$ cat config.mk
export PLATFORM = sky130hd
export DESIGN_NAME = mvm_operand_sequencer
export DESIGN_NICKNAME = d
export VERILOG_FILES = /design/src/rtl/mvm_operand_sequencer.sv
export SDC_FILE = /design/constraint.sdc
export NUM_CORES = 1
export LEC_CHECK = 0
export CORE_MARGIN = 2
export CORE_UTILIZATION = 30
export CTS_BUF_LIST = sky130_fd_sc_hd__clkbuf_4 sky130_fd_sc_hd__clkbuf_8
export CTS_CLUSTER_DIAMETER = 40
export DETAILED_ROUTE_END_ITERATION = 12
export GPL_TIMING_DRIVEN = 0
export PLACE_DENSITY = 0.53
export SLEW_MARGIN = 25
export SYNTH_ARGS = -nofsm -noshare
export SYNTH_HDL_FRONTEND = slang
export SYNTH_SLANG_ARGS = --single-unit
$ cat constraint.sdc
create_clock -name clk -period 1.8 [get_ports clk]
set_input_delay 0.54 -clock clk [delete_from_list [all_inputs] [get_ports clk]]
set_output_delay 0.54 -clock clk [all_outputs]
set_load 0.01 [all_outputs]
$ cat src/rtl/mvm_operand_sequencer.sv
// Operand loader and result streamer around a combinational N x N matrix-vector multiplier.
// Optional build macro MVM_SEQ_MATRIX_HOLD_EN adds keep_a, which lets a frame reload only B.
module mvm_operand_sequencer #(
  parameter int WIDTH = 32,
  parameter int N     = 3
) (
  input  logic                   clk,
  input  logic                   rst_n,
  input  logic                   in_valid,
  output logic                   in_ready,
  input  logic [WIDTH-1:0]       in_data,
  output logic [N*N*WIDTH-1:0]   a_flat,
  output logic [N*WIDTH-1:0]     b_flat,
  input  logic [N*WIDTH-1:0]     c_flat,
  output logic                   out_valid,
  input  logic                   out_ready,
  output logic [WIDTH-1:0]       out_data,
  output logic                   out_last,
`ifdef MVM_SEQ_MATRIX_HOLD_EN
  input  logic                   keep_a,
`endif
  output logic                   busy
);

  localparam int TOTAL  = N * N + N;
  localparam int IDX_W  = $clog2(TOTAL);
  localparam int OIDX_W = (N > 1) ? $clog2(N) : 1;

  localparam logic [IDX_W-1:0]  IDX_LAST  = IDX_W'(TOTAL - 1);
  localparam logic [OIDX_W-1:0] OIDX_LAST = OIDX_W'(N - 1);

  typedef enum logic [1:0] {LOAD, SETTLE, SEND} state_t;

  state_t              state, state_nxt;
  logic [IDX_W-1:0]    idx, widx;
  logic [OIDX_W-1:0]   oidx;
  logic                ready_en;
  logic                in_fire, out_fire, last_in;
  logic [WIDTH-1:0]    ops    [TOTAL];
  logic [WIDTH-1:0]    result [N];

  assign in_fire  = in_valid & in_ready;
  assign out_fire = out_valid & out_ready;

  // A keep_a frame starts writing at the first B slot, so the rest of the frame is a normal B load.
  always_comb begin
    widx = idx;
`ifdef MVM_SEQ_MATRIX_HOLD_EN
    if (idx == '0 && keep_a) widx = IDX_W'(N * N);
`endif
  end

  assign last_in = (widx == IDX_LAST);

  // State register.
  // NOTE: sequential state uses non-blocking assignments so every flop samples pre-edge values.
  always_ff @(posedge clk or negedge rst_n) begin
    if (!rst_n) state <= LOAD;
    else        state <= state_nxt;
  end

  // Next-state logic.
  // NOTE: the default assignment up front keeps this combinational block from inferring latches.
  always_comb begin
    state_nxt = state;
    case (state)
      LOAD:    if (in_fire && last_in)   state_nxt = SETTLE;
      SETTLE:                            state_nxt = SEND;
      SEND:    if (out_fire && out_last) state_nxt = LOAD;
      default:                           state_nxt = LOAD;
    endcase
  end

  // Output logic.
  always_comb begin
    in_ready  = ready_en && (state == LOAD);
    out_valid = (state == SEND);
    out_last  = (state == SEND) && (oidx == OIDX_LAST);
    out_data  = (state == SEND) ? result[oidx] : '0;
    busy      = (state != LOAD);
  end

  // Holds in_ready low until the first edge after reset release.
  always_ff @(posedge clk or negedge rst_n) begin
    if (!rst_n) ready_en <= 1'b0;
    else        ready_en <= 1'b1;
  end

  // Operand/result storage and the two indices.
  // NOTE: the operand and result arrays are cleared by reset because a_flat/b_flat must read zero after reset.
  always_ff @(posedge clk or negedge rst_n) begin
    if (!rst_n) begin
      idx  <= '0;
      oidx <= '0;
      for (int i = 0; i < TOTAL; i++) ops[i] <= '0;
      for (int i = 0; i < N; i++)     result[i] <= '0;
    end else begin
      if (in_fire) begin
        ops[widx] <= in_data;
        idx       <= last_in ? '0 : widx + 1'b1;
      end
      if (state == SETTLE) begin
        for (int i = 0; i < N; i++) result[i] <= c_flat[i*WIDTH +: WIDTH];
        oidx <= '0;
      end else if (out_fire) begin
        oidx <= out_last ? '0 : oidx + 1'b1;
      end
    end
  end

  always_comb begin
    a_flat = '0;
    b_flat = '0;
    for (int i = 0; i < N * N; i++) a_flat[i*WIDTH +: WIDTH] = ops[i];
    for (int i = 0; i < N; i++)     b_flat[i*WIDTH +: WIDTH] = ops[N*N + i];
  end

endmodule

==> summary.md <==
| Metric | Value |
|---|---|
| Status | finished with violations |
| Failing checks | hold timing, setup timing |
| Die Y | 258 um |
| Final instance area | 29,900 um2 |
| Setup ws final | -0.839 ns |
| Grt total ovfl | 0 |
| WL met1 | 25,400 um |
| Via count | 13,000 |
| DR pass1 iterations | 4 |
| Critical Path Most Common Cell | buf_6 |
| Fmax achieved | 379 MHz |
| Vias in the first global route | 13,900 |
| Via density | 4.43 |
| Uppermost routed layer | met5 |
| Nets | 2,141 |
| Pwr dens | 1680 nW/um2 |
| Wire length per cell | 21.4 um |
| Sink Count | 489 |
| Most frequent cell after synthesis | dfrtp_1 |
| Row count | 93 |
| Met3 wire len | 4500 um |
| Gpl congestion | 0.766 |
| Worst hold path type | in -> async |
| Clock period minus worst slack | 2.64 ns |
| Top cells by area, synth | dfrtp_1, mux2_2, mux2_4, mux2i_1, o21ai_0 |
| CTS tree | built |
| Pleak | 14.8 nW |
| Hold slack | -0.114 ns |
| Seq/Total Area, Yosys | 63.0% |
| Synth top cells by count | dfrtp_1, mux2_2, mux2_4, nand2_1, clkbuf_1 |
| Routed WL | 63,000 um |
| DIE AREA | 66,700 um2 |
| Post-DP Area | 26,300 um2 |
| Post-route clock skew | 0.0272 ns |
| All-Layer GR Usage | 18.4% |
| #FFs+latches synth | 489 |
| CP Capture Type | output pin |
| Synth-to-Final Area Change | 53.9% |
| Setup Viol. Count Final | 52 |
| Top FF cell, synth | dfrtp_1 |
| Cts bufs inserted | 100 |
| Crit-path leading delay family | buffers and inverters |
| HPWL Detailed | 42,900 um |
| Antenna violations before repair | 4 |
| Cell Area, Synth | 19,400 um2 |
| Area share of the largest cell type after synthesis | 63.0% |
| Routed Antenna Nets | 0 |
| Netlist cell types | 31 |
| CTS H-tree depth | 3 |
| Crit-path cells | buf_6 -> and4bb_4 -> buf_6 -> clkbuf_16 -> nand2_4 -> o21ai_2 -> buf_2 |
| Drc violations | 0 |
| Root buf cell | clkbuf_8 |
| Final Total Pwr | 0.0503 W |
| Area leader, netlist | dfrtp_1 |
| Setup crit start kind | register |
| Crit path max fanout | 6 |
| Worst EP required | 1.26 ns |
| Number of synthesized flops with an enable pin | 0 |
| Layout cell share with drive strength beyond 1 | 65.0% |
| Slew @ Worst Pin | 0.772 ns |
| CP Class | reg -> out |
| Final period util | 147% |
| Syn avg cell area | 16.0 um2 |
| Pin count of the biggest net entering global routing | 87 |
| Clk Latency, worst-skew pair | 0.68 ns |
| Die X | 258 um |
| IO Count | 552 |
| Ys Warns | 0 |
| Deepest clock path buffer count | 3 |
| Placed Instances | 2,628 |
| Clock-pin slew on the worst setup and hold paths | 0.05 ns |
| Asr flop ratio synth | 100% |
| VDD IR-drop max | 803 uV |
| Number of max-cap violations | 0 |
| Fin. Hold Viols | 83 |
| Core area | 64,200 um2 |
| WP data arrival | 2.10 ns |
| Crit-path slowest cell | and4bb_4 |
| WL met2 | 31,500 um |
| Global-route wire length before repair | 91,700 um |
| Syn_nets | 1,352 |
| Max-slew headroom | 48.5% |
| Initial DRC count | 484 |
| CP Buf/Inv Count | 4 |
| Slowest stage delay, CP | 0.40 ns |
| Port bufs | 551 |
| Max Slew Vio Count | 0 |
| Mapped Cells | 1,216 |
| RSZ-0062 raised after global routing | true |
| Layout Cells excl Fill | 2,940 |
| Initial Util | 30.2% |
registers in the layout, indices dropped and copies added, names as in the netlist:
| register | flops |
|---|---|
| state | 2 |
| oidx | 2 |
| b_flat | 96 |
| ready_en | 1 |
| idx | 4 |
| result | 96 |
| a_flat | 288 |
power by group:
part           leakage [nW]  internal [W]  switching (W)
logic                  7.28        0.0116        0.00777
registers              6.35        0.0157        0.00297
clock network          1.15       0.00719        0.00507
metrics by stage:
| step | setup WS [ns] | setup TNS [ns] | util [%] | hold WS, ns |
|---|---|---|---|---|
| 6_report | -0.839 | -26.91 | 46.5 | -0.114 |
| 5_1_grt | -0.981 | -42.11 | 46.5 | -0.134 |
| 4_1_cts | -0.915 | -38.30 | 44.9 | -0.175 |
| 3_5_place_dp | -0.867 | -308.36 | 40.9 | 0.492 |
| 3_3_place_gp | -21.94 | - | 40.7 | 0.488 |
| 2_1_floorplan | -0.0356 | -0.0997 | - | 0.244 |
path summary, 6_finish.rpt:
| kind | start | endpoint | cells past startpoint | slack (ns) |
|---|---|---|---|---|
| worst max-delay path | oidx[0] | out_data[19] | 7 | -0.84 |
| worst min-delay path | rst_n | b_flat[26] | 1 | -0.11 |
| worst max register to register | state[0] | a_flat[225] | 6 | -0.03 |
| worst min register to register | b_flat[83] | b_flat[83] | 1 | 0.50 |
| max in group asynchronous | rst_n | b_flat[71] | 3 | 0.58 |
| min in group clk | c_flat[34] | result[34] | 2 | 0.48 |
layout make-up:
class	count	area (um2)
flip-flops and latches	489	12200
multi-input cells	627	6990
clock inverters	37	358
repair buffers	689	6470
clock buffers	144	1800
fillers	5874	34400
inverters	6	22.5
plain buffers	92	922
diodes	1	2.50
well taps	855	1070
repair_timing:
| item | CTS | global route |
|---|---|---|
| gates cloned | 5 | 7 |
| pin swaps | 8 | 11 |
| endpoints found under the setup margin | 816 | 744 |
| buffers inserted | 73 | 50 |
| hold endpoints to repair | 83 | 83 |
| gates resized for setup | 2118 | 127 |
cell usage in the layout, fill, tap and decap left out, types with 5 or more instances in the layout:
cell type	instances
buf_12	24
buf_16	7
buf_2	163
buf_4	119
buf_6	286
bufinv_16	5
clkbuf_1	32
clkbuf_16	11
clkbuf_4	31
clkbuf_8	116
clkdlybuf4s50_1	130
clkinv_2	21
clkinvlp_4	5
dfrtp_1	488
inv_1	6
mux2_2	419
mux2_4	62
mux2i_1	32
nand2_1	20
nand2_2	9
nand2_4	10
nand3_4	10
o21ai_2	29
layer usage:
layer,up-vias,GRT usage (%)
li1,5882,-
met1,6656,22.0
met2,386,31.0
met3,95,6.34
met4,4,5.84
met5,-,0
logic make-up (layout without fill, tap and decap cells):
family | Yosys count | after routing | share of synthesized area, %
adder cells (fa/ha/maj) | 4 | 4 | 0.258
multiplexers | 513 | 513 | 30.7
AND/OR/NAND/NOR | 71 | 71 | 1.89
other | 1 | 2 | 0.0193
flip-flops | 489 | 489 | 63.0
AO/OA/AOI/OAI | 38 | 38 | 1.03
buffers and inverters | 100 | 968 | 3.04
Power figures use the tool's default switching activity.
